[src/rtl/a2d_spi_resp.sv]
// SPI responder modelling an eight-channel 12-bit A2D: decodes 16-bit commands, returns the snapshot next frame.
// Optional sticky framing-error output enabled by defining A2D_RESP_FRMERR_EN.
module a2d_spi_resp #(
   parameter int SYNC_STAGES = 2,
   parameter int CNT_W       = 16
) (
   input  logic             clk,
   input  logic             rst,
   input  logic             SS_n,
   input  logic             SCLK,
   input  logic             MOSI,
   output logic             MISO,
   input  logic [95:0]      analog_in,
   output logic             cmd_vld,
   output logic [2:0]       cmd_chnnl,
   output logic             busy,
   output logic [CNT_W-1:0] xfer_cnt
`ifdef A2D_RESP_FRMERR_EN
   ,
   output logic             frm_err
`endif
);

   typedef enum logic {IDLE, ACTIVE} state_t;

   state_t                 state_q, state_d;
   logic [SYNC_STAGES-1:0] ss_sync_q, ss_sync_d;
   logic [SYNC_STAGES-1:0] sclk_sync_q, sclk_sync_d;
   logic [SYNC_STAGES-1:0] mosi_sync_q, mosi_sync_d;
   logic [SYNC_STAGES-1:0] fill_q, fill_d;
   logic                   ss_prev_q, ss_prev_d;
   logic                   sclk_prev_q, sclk_prev_d;
   logic                   armed_q, armed_d;
   logic [15:0]            tx_shift_q, tx_shift_d;
   logic [13:0]            rx_shift_q, rx_shift_d;
   logic [4:0]             bit_cnt_q, bit_cnt_d;
   logic [11:0]            result_q, result_d;
   logic [2:0]             cmd_chnnl_q, cmd_chnnl_d;
   logic                   cmd_vld_q, cmd_vld_d;
   logic [CNT_W-1:0]       xfer_cnt_q, xfer_cnt_d;
`ifdef A2D_RESP_FRMERR_EN
   logic                   frm_err_q, frm_err_d;
`endif

   logic       ss_s, sclk_s, mosi_s;
   logic       ss_fall, ss_rise, sclk_rise, sclk_fall;
   logic [6:0] sel_base;

   always_comb begin
      ss_sync_d   = {ss_sync_q[SYNC_STAGES-2:0], SS_n};
      sclk_sync_d = {sclk_sync_q[SYNC_STAGES-2:0], SCLK};
      mosi_sync_d = {mosi_sync_q[SYNC_STAGES-2:0], MOSI};
      fill_d      = {fill_q[SYNC_STAGES-2:0], 1'b1};
      ss_s        = ss_sync_q[SYNC_STAGES-1];
      sclk_s      = sclk_sync_q[SYNC_STAGES-1];
      mosi_s      = mosi_sync_q[SYNC_STAGES-1];
      ss_prev_d   = ss_s;
      sclk_prev_d = sclk_s;
      // A frame already in flight at reset release is ignored until SS_n is genuinely seen high.
      armed_d     = armed_q | (fill_q[SYNC_STAGES-1] & ss_s);
      ss_fall     = armed_q & ss_prev_q & ~ss_s;
      ss_rise     = ~ss_prev_q & ss_s;
      sclk_rise   = ~sclk_prev_q & sclk_s;
      sclk_fall   = sclk_prev_q & ~sclk_s;
   end

   always_comb begin
      state_d     = state_q;
      tx_shift_d  = tx_shift_q;
      rx_shift_d  = rx_shift_q;
      bit_cnt_d   = bit_cnt_q;
      result_d    = result_q;
      cmd_chnnl_d = cmd_chnnl_q;
      cmd_vld_d   = 1'b0;
      xfer_cnt_d  = xfer_cnt_q;
`ifdef A2D_RESP_FRMERR_EN
      frm_err_d   = frm_err_q;
`endif
      busy        = 1'b0;
      MISO        = 1'b0;
      sel_base    = 7'(rx_shift_q[13:11]) * 7'd12;
      case (state_q)
         IDLE: begin
            if (ss_fall) begin
               tx_shift_d = {4'h0, result_q};
               bit_cnt_d  = 5'd0;
               state_d    = ACTIVE;
            end
         end
         ACTIVE: begin
            busy = 1'b1;
            MISO = tx_shift_q[15];
            // Frame close wins over any coincident SCLK edge.
            if (ss_rise) begin
               state_d = IDLE;
               if (bit_cnt_q == 5'd16) begin
                  cmd_chnnl_d = rx_shift_q[13:11];
                  result_d    = analog_in[sel_base +: 12];
                  cmd_vld_d   = 1'b1;
                  xfer_cnt_d  = xfer_cnt_q + CNT_W'(1);
               end
`ifdef A2D_RESP_FRMERR_EN
               else begin
                  frm_err_d = 1'b1;
               end
`endif
            end else begin
               if (sclk_rise) begin
                  rx_shift_d = {rx_shift_q[12:0], mosi_s};
                  if (bit_cnt_q != 5'd31) begin
                     bit_cnt_d = bit_cnt_q + 5'd1;
                  end
               end
               if (sclk_fall && (bit_cnt_q != 5'd0)) begin
                  tx_shift_d = {tx_shift_q[14:0], 1'b0};
               end
            end
         end
         default: state_d = IDLE;
      endcase
   end

   always_ff @(posedge clk) begin
      if (rst) begin
         state_q     <= IDLE;
         ss_sync_q   <= '1;
         sclk_sync_q <= '1;
         mosi_sync_q <= '0;
         fill_q      <= '0;
         ss_prev_q   <= 1'b1;
         sclk_prev_q <= 1'b1;
         armed_q     <= 1'b0;
         tx_shift_q  <= '0;
         rx_shift_q  <= '0;
         bit_cnt_q   <= '0;
         result_q    <= '0;
         cmd_chnnl_q <= '0;
         cmd_vld_q   <= 1'b0;
         xfer_cnt_q  <= '0;
`ifdef A2D_RESP_FRMERR_EN
         frm_err_q   <= 1'b0;
`endif
      end else begin
         state_q     <= state_d;
         ss_sync_q   <= ss_sync_d;
         sclk_sync_q <= sclk_sync_d;
         mosi_sync_q <= mosi_sync_d;
         fill_q      <= fill_d;
         ss_prev_q   <= ss_prev_d;
         sclk_prev_q <= sclk_prev_d;
         armed_q     <= armed_d;
         tx_shift_q  <= tx_shift_d;
         rx_shift_q  <= rx_shift_d;
         bit_cnt_q   <= bit_cnt_d;
         result_q    <= result_d;
         cmd_chnnl_q <= cmd_chnnl_d;
         cmd_vld_q   <= cmd_vld_d;
         xfer_cnt_q  <= xfer_cnt_d;
`ifdef A2D_RESP_FRMERR_EN
         frm_err_q   <= frm_err_d;
`endif
      end
   end

   assign cmd_vld   = cmd_vld_q;
   assign cmd_chnnl = cmd_chnnl_q;
   assign xfer_cnt  = xfer_cnt_q;
`ifdef A2D_RESP_FRMERR_EN
   assign frm_err   = frm_err_q;
`endif

endmodule

[config.mk]
export PLATFORM = sky130hd
export DESIGN_NAME = a2d_spi_resp
export DESIGN_NICKNAME = d
export VERILOG_FILES = /design/src/rtl/a2d_spi_resp.sv
export SDC_FILE = /design/constraint.sdc
export NUM_CORES = 1
export LEC_CHECK = 0
export ABC_AREA = 1
export ABC_CLOCK_PERIOD_IN_PS = 2650
export BUFFER_PORTS_ARGS = -buffer_cell sky130_fd_sc_hd__buf_4
export CAP_MARGIN = 20
export CORE_MARGIN = 4
export CORE_UTILIZATION = 50
export DETAILED_ROUTE_END_ITERATION = 10
export MAX_ROUTING_LAYER = met4
export PLACE_DENSITY = 0.77
export SLEW_MARGIN = 10
export SYNTH_ARGS = -nofsm -noshare
export SYNTH_HDL_FRONTEND = slang
export SYNTH_SLANG_ARGS = --single-unit
[constraint.sdc]
create_clock -name clk -period 2.65 [get_ports clk]
set_input_delay 0.53 -clock clk [delete_from_list [all_inputs] [get_ports clk]]
set_output_delay 0.53 -clock clk [all_outputs]
set_load 0.01 [all_outputs]
# Word level (Yosys, flattened, before mapping)
# Index checks and enable logic that the tools add are counted.
# Widths: inputs -> output; s select.
[classes]
eq_ne = 7
n_reduce_logical = 7
multipliers = 1
shift = 1
addsub = 2
mux = 16
bitwise = 13
[ops]
columns = ["op", "count"]
rows = [
  ["$shiftx 96x8->12", 1],
  ["$mux 16", 3],
  ["$pmux 16 s2", 1],
  ["$mux 5", 4],
  ["$add 16x1->16 const B", 1],
  ["$pmux 5 s2", 1],
  ["$reduce_and 3->1", 3],
  ["$and 1x1->1", 6],
  ["$mux 1", 6],
  ["$ne 2x1->1 const B", 3],
  ["$not 1->1", 6],
  ["$add 5x1->5 const B", 1],
  ["$eq 5x5->1 const B", 1],
  ["$mul 3x2->5 const B", 1],
  ["$ne 5x5->1 const B", 1],
  ["$reduce_bool 5->1", 1],
  ["$ne 2x2->1 const B", 2],
  ["$reduce_and 4->1", 1],
  ["$reduce_or 3->1", 1],
  ["$pmux 1 s2", 1],
  ["$logic_and 1x1->1", 1],
  ["$or 1x1->1", 1],
]
[word_totals]
elab_cells = 63
regBits = 79

# Logic depth before layout (Yosys ltp)
# Gate-level depths: netlist of run 1.
[logic_depth]
ltp_word = 6
depth_mapped = 11
ltp_nobuf = 11

# Worst setup path before layout of run 1
# No wires, ideal clock.
[synth_timing]
path_type = "register to output"
start = "register state_q"
end = "output MISO"
path_buffers = 2
arrival_ns = 1.040
required_ns = 2.120
path_stages_with_launch = 5
path_slack_ns = 1.080
path_cell_list = "dfxtp_1 buf_2 clkbuf_1 nand2_1 inv_1"
[synth_via]
elab_chain_cells = 1
[synth_rtl]
columns = ["item", "line", "source"]
rows = [
  ["start: declaration", "26", "state_t state_q, state_d;"],
  ["start signal: assignment", "144", "state_q <= state_d;"],
  ["$mux 1", "82", "case (state_q)"],
  ["end: declaration", "12", "output logic MISO,"],
]
# No other way between the ends.

# Worst setup path after layout of run 1
# Ends and elaborated chain as after synthesis.

==> flow_summary.ini, run 1 <==
[synth]
synth_area_leaders = dfxtp_1 37%, nand2_1 14%, nor2_1 12%
synth_cells = 683
synthMuxAreaShare = 0
syn_avg_cell_area_um2 = 6.18
yosysTopAreaCellShare = 0.374
yosysTopAreaCell = dfxtp_1
synthArstFlopShare = 0
synthesis.area_mm2 = 0.00422
synthSimpleGateAreaFrac = 0.363
post_synth_num_cell_types = 27
synth_commonest_cells = 157 x nand2_1, 135 x nor2_1, 79 x dfxtp_1
ys_seq_elements = 79
synth-edff-count = 0
synth_fa_ha_area_frac = 0.0118
synth_top_family_by_area = simple AND/OR/NAND/NOR gates
yosysMostFrequentCell = nand2_1
synth_ff_type = dfxtp_1
ys_warn_count = 0
ys_seq_area_frac = 0.374
synthXorXnorAreaFrac = 0.00207
syn_nets = 788
synth_compound_area_frac = 0.146

[setup_path]
rr_startpoint = state_q
critPathMaxFanout = 24
cp.arrival_ns = 1.40
cp.required_ns = 2.12
slowest_stage = dfxtp_1
rr_worst_depth = 5
path_cells = buf_4 > nand2_1 > inv_1 > buf_4
critPathMaxStageDelay_ns = 0.50
cp-end-kind = output port
critical_path_class = flop to output port
cp-start-kind = flop
rrSetupSlack_ns = 0.87
cpMostUsedCell = buf_4
rr_endpoint = rx_shift_q[11]

[detailed_routing]
dr.pass1.iters = 5
drc = 0
wirelength_mm = 11.6
wl_per_cell_um = 12.9
postRouteAntennaNets = 0
drt_iter0_markers = 222
vias = 4503
post_drt_via_cell_ratio = 5.01

[timing]
rsz0062_at_grt = false
tns_ns = 0
tightest_slew_ns = 0.488
hold_viol = 0
finClkSkew_ns = 0.0188
post-route-period-util = 0.729
timing.fmax_ghz = 0.517
setup_slack_ns = 0.717
hold_slack_ns = 0.352
slew_violations = 0
min_period_ns = 1.93
slew_headroom = 0.674
finalSetupViolations = 0

[placed_design]
numPortBuffers = 122
globalplace.congestion = 0.838
hpwl_mm = 8.54
dp_slack_ns = 0.906

[global_route]
track_usage = 0.241
grt_max_degree = 51
grt_pass1_wl_mm = 19.2
grt_pass1_vias = 4184
antenna_found_initial = 0
grt_overflow = 0

[outcome]
status = finished, final reports clean

[min_path]
hold_class = input port to flop
hold_end = sclk_sync_q[0]
hp-start = SCLK
whs_path_depth = 2

[clock_tree]
cts_sinks = 79
cts_hold_buffers = 0
post_cts_resized = 0
cts_root_buffer = clkbuf_8
cts_tree = yes
clockBufferDepth = 2
htreeDepth = 3
post_cts_buffers = 0
clk_latency_ns = 0.36
path_clk_slew_ns = 0.09
tritoncts.num_buffers = 9

[power_and_ir_drop]
power.density_mw_per_mm2 = 415
peakVddDrop_v = 0.000470
p_leak_uw = 0.00261

[finish]
fillCellCount = 805
fin_nets = 894
layout-drive-gt1-share = 0.202
area_delta_synth_final_pct = 26.9
n_antenna_cell = 0

[floorplan]
initial_core_util = 0.514
fp-row-count = 33
ios = 123
die_height_um = 99.9
core_area_mm2 = 0.00822
dieArea_mm2 = 0.00998
die_width_um = 99.9

[flow_run]
maxCapViolations = 0
power by group:
part	switching (uW)	internal (uW)	total, uW
clock	465	348	812
sequential	6.96	1200	1210
combinational	82.1	124	206
total	554	1670	2220
final cells by class:
cell class                      instances  area, um2  share of cell area
Tap cell                              105        131              0.0245
Multi-Input combinational cell        494       2210               0.412
Sequential cell                        79       1580               0.295
Inverter                               74        278              0.0518
Clock buffer                            9        124              0.0231
Timing Repair Buffer                  131        983               0.183
Clock inverter                          7       55.1              0.0103
registers in the layout (all words and copies together) (netlist names):
register / count
tx_shift_q: 16
xfer_cnt: 16
rx_shift_q: 14
result_q: 12
bit_cnt_q: 5
cmd_chnnl: 3
fill_q: 2
mosi_sync_q: 2
sclk_sync_q: 2
ss_sync_q: 2
armed_q: 1
cmd_vld: 1
sclk_prev_q: 1
ss_prev_q: 1
state_q: 1
critical path, delay by kind of cell, from the launching register on:
family	cells	cell delay [ns]
AND/OR/NAND/NOR	1	0.08
flip-flops	1	0.50
buffers and inverters	3	0.47
kinds of logic after synthesis:
logic type,Yosys count
simple gates,371
buf+inv,110
xor+xnor,1
flops,79
fa+ha+maj,4
compound gates,118
worst max-delay path by stage:
stage               slack [ns]  cells past startpoint              to  startpoint
floorplan                 1.08                      4            MISO     state_q
finish                    0.72                      4            MISO     state_q
global placement          0.95                      5  rx_shift_q[11]     state_q
global route              0.61                      4            MISO     state_q
detailed placement        0.91                      5  rx_shift_q[11]     state_q
CTS                       0.70                      4            MISO     state_q
metal layers:
layer  share of wire  GRT usage  up-vias  wire length (um)
met5               0          -        -                 0
met4           0.010     0.0609        0               119
met3           0.039     0.0466       11               448
met2            0.50      0.395       85              5820
met1            0.45      0.308     2033              5170
li1                -          -     2374                 -
stage by stage:
| stage | std cells | total power (uW) | cell area, um2 | utilization |
|---|---|---|---|---|
| 6_report | 899 | 2220 | 5360 | 0.653 |
| 5_1_grt | 899 | 2320 | 5360 | 0.653 |
| 4_1_cts | 899 | 2250 | 5360 | 0.653 |
| 3_5_place_dp | 883 | 1440 | 5180 | 0.631 |
| 3_3_place_gp | 883 | 1430 | 5180 | 0.631 |
| 2_1_floorplan | 683 | 1310 | 4220 | - |
placed cells by master, fill, tap and decap left out, types with 4 or more instances in the layout:
master,n
nand2_1,157
nor2_1,135
buf_4,131
dfxtp_1,79
inv_1,71
o21ai_0,59
nand3_1,58
a21oi_1,39
o22ai_1,10
clkbuf_8,9
nand4_1,6
o21ai_1,5
nor3_1,4
or2_2,4
ha_1,4
(Power assumes the default switching activity.)
==> inputs of run 2 (changes only) <==
--- a/config.mk
+++ b/config.mk
@@ -5,12 +5,12 @@
 export SDC_FILE = /design/constraint.sdc
 export NUM_CORES = 1
 export LEC_CHECK = 0
-export ABC_AREA = 1
-export ABC_CLOCK_PERIOD_IN_PS = 2650
+export ABC_AREA = 0
+export ABC_CLOCK_PERIOD_IN_PS = 1660
 export BUFFER_PORTS_ARGS = -buffer_cell sky130_fd_sc_hd__buf_4
 export CAP_MARGIN = 20
 export CORE_MARGIN = 4
-export CORE_UTILIZATION = 50
+export CORE_UTILIZATION = 46
 export DETAILED_ROUTE_END_ITERATION = 10
 export MAX_ROUTING_LAYER = met4
 export PLACE_DENSITY = 0.77
==> constraint.sdc (replaced) <==
create_clock -name clk -period 1.66 [get_ports clk]
set_input_delay 0.332 -clock clk [delete_from_list [all_inputs] [get_ports clk]]
set_output_delay 0.332 -clock clk [all_outputs]
set_load 0.01 [all_outputs]
==> flow_summary.ini, run 2 <==
[global_route]
grt_pass1_vias = 3664
track_usage = 0.222
grt_pass1_wl_mm = 16.9
grt_overflow = 0
grt_max_degree = 30
antenna_found_initial = 0

[power_and_ir_drop]
power.density_mw_per_mm2 = 641
p_leak_uw = 0.00240
peakVddDrop_v = 0.000478

[finish]
layout-drive-gt1-share = 0.542
area_delta_synth_final_pct = 53.7
fin_nets = 625
final_cell_mix = 159 x buf_4, 75 x dfxtp_1, 42 x nor2_1
layout_commonest_cell = buf_4
final_cell_count_no_fill = 626
n_antenna_cell = 0

[clock_tree]
path_clk_slew_ns = 0.09
tritoncts.num_buffers = 9
cts_sinks = 79
cts_root_buffer = clkbuf_8
cts_tree = yes
clockBufferDepth = 2
htreeDepth = 3
clk_latency_ns = 0.36

[synth]
post_synth_num_cell_types = 48
syn_avg_cell_area_um2 = 10.3
syn_nets = 466
synthesis.area_mm2 = 0.00373
yosysTopAreaCell = dfxtp_1
synthArstFlopShare = 0
synth_commonest_cells = 79 x dfxtp_1, 42 x nor2_1, 24 x mux4_2
synth_area_leaders = dfxtp_1 42%, mux4_2 14%, nor2_1 4.2%
ys_seq_elements = 79
ys_warn_count = 0
synth_cells = 361
yosysTopAreaCellShare = 0.424
yosysMostFrequentCell = dfxtp_1
synth_ff_type = dfxtp_1
synth-edff-count = 0
ys_seq_area_frac = 0.424

[floorplan]
dieArea_mm2 = 0.00961
die_height_um = 98.0
core_area_mm2 = 0.00781
initial_core_util = 0.478
die_width_um = 98.0
fp-row-count = 32
ios = 123

[timing]
finalSetupViolations = 26
post-route-period-util = 1.08
timing.fmax_ghz = 0.560
min_period_ns = 1.79
rsz0062_at_grt = true
setup_slack_ns = -0.125
finClkSkew_ns = 0.0139
slew_headroom = 0.738
slew_violations = 0
tightest_slew_ns = 0.393
hold_slack_ns = 0.156
hold_viol = 0

[setup_path]
cp.arrival_ns = 2.07
cp.required_ns = 1.94
critPathMaxFanout = 7
cp-end-kind = flop
critical_path_class = flop to flop
cp-start-kind = flop

[placed_design]
dpl.cell_count = 604
globalplace.congestion = 0.823
numPortBuffers = 122
hpwl_mm = 7.92

[detailed_routing]
wl_per_cell_um = 18.3
drc = 0
wirelength_mm = 11.4
postRouteAntennaNets = 0
post_drt_via_cell_ratio = 5.69
drt_iter0_markers = 160
dr.pass1.iters = 5
vias = 3559

[min_path]
hold_class = input port to flop

[outcome]
violations = setup timing
status = finished with violations

[flow_run]
maxCapViolations = 0
run 2: cell types whose count changed in the layout (fill, tap and decap cells not counted), moves of 8 or more:
cell | before | now
nor2_1 | 135 | 42
nand3_1 | 58 | 11
a21oi_1 | 39 | 10
mux2i_1 | 0 | 14
o221ai_1 | 0 | 11
nand2_1 | 157 | 11
buf_4 | 131 | 159
a2bb2oi_2 | 0 | 8
o22ai_1 | 10 | 0
mux4_2 | 0 | 24
inv_1 | 71 | 5
o21ai_0 | 59 | 1
run 2: stage by stage:
| stage | TNS, ns | setup WS (ns) | util | area [um2] | power [uW] |
|---|---|---|---|---|---|
| 2_1_floorplan | -0.290 | -0.0906 | - | 3770 | 2070 |
| 3_3_place_gp | -0.860 | -0.0562 | 0.650 | 5080 | 2270 |
| 3_5_place_dp | -2.37 | -0.142 | 0.650 | 5080 | 2280 |
| 4_1_cts | -1.24 | -0.104 | 0.690 | 5390 | 3670 |
| 5_1_grt | -3.45 | -0.173 | 0.734 | 5730 | 3800 |
| 6_report | -1.64 | -0.125 | 0.734 | 5730 | 3680 |
run 2: worst paths after layout:
path                 from              to  slack (ns)  depth (start not counted)
max          bit_cnt_q[1]   tx_shift_q[9]       -0.13                          6
min                  SCLK  sclk_sync_q[0]        0.16                          2
max reg2reg  bit_cnt_q[1]   tx_shift_q[9]       -0.13                          6
min reg2reg  ss_sync_q[0]    ss_sync_q[1]        0.41                          1
run 2: kinds of logic after synthesis:
logic type      share of synthesized area
simple gates                        0.193
buf+inv                            0.0349
xor+xnor                           0.0164
compound gates                      0.123
mux                                 0.195
flops                               0.424
fa+ha+maj                          0.0134
run 2: worst max-delay path: stages (launching register included):
cell and delay [ns]:
dfxtp_2 0.35, inv_2 0.07, ha_4 0.15, or4b_4 0.48, a211o_4 0.38, buf_6 0.15, a2bb2oi_1 0.13
run 2: power breakdown:
part / internal [uW] / switching, uW
Sequential: 1910 / 10.8
Clock: 696 / 717
Combinational: 227 / 115
run 2: layout make-up:
class	count	area (um2)
Clock buffer	9	124
Clock inverter	6	68.8
Fill cell	529	2070
Inverter	7	26.3
Multi-Input combinational cell	250	2380
Sequential cell	79	1590
Tap cell	102	128
Timing Repair Buffer	173	1420
run 2: routing by layer:
| metal | up-vias | part of all wire | global-route usage | routed length, um |
|---|---|---|---|---|
| li1 | 1668 | - | - | - |
| met1 | 1734 | 0.40 | 0.271 | 4540 |
| met2 | 137 | 0.52 | 0.365 | 6000 |
| met3 | 20 | 0.062 | 0.0479 | 707 |
| met4 | 0 | 0.017 | 0.0714 | 193 |
| met5 | - | 0 | - | 0 |
run 2: what timing repair did:
action | 4_1_cts | 5_1_grt
gates cloned | 0 | 2
setup endpoints to repair | 36 | 40
pin swaps | 2 | 13
hold buffers | 0 | 0
buffers inserted | 2 | 3
gates resized for setup | 21 | 53
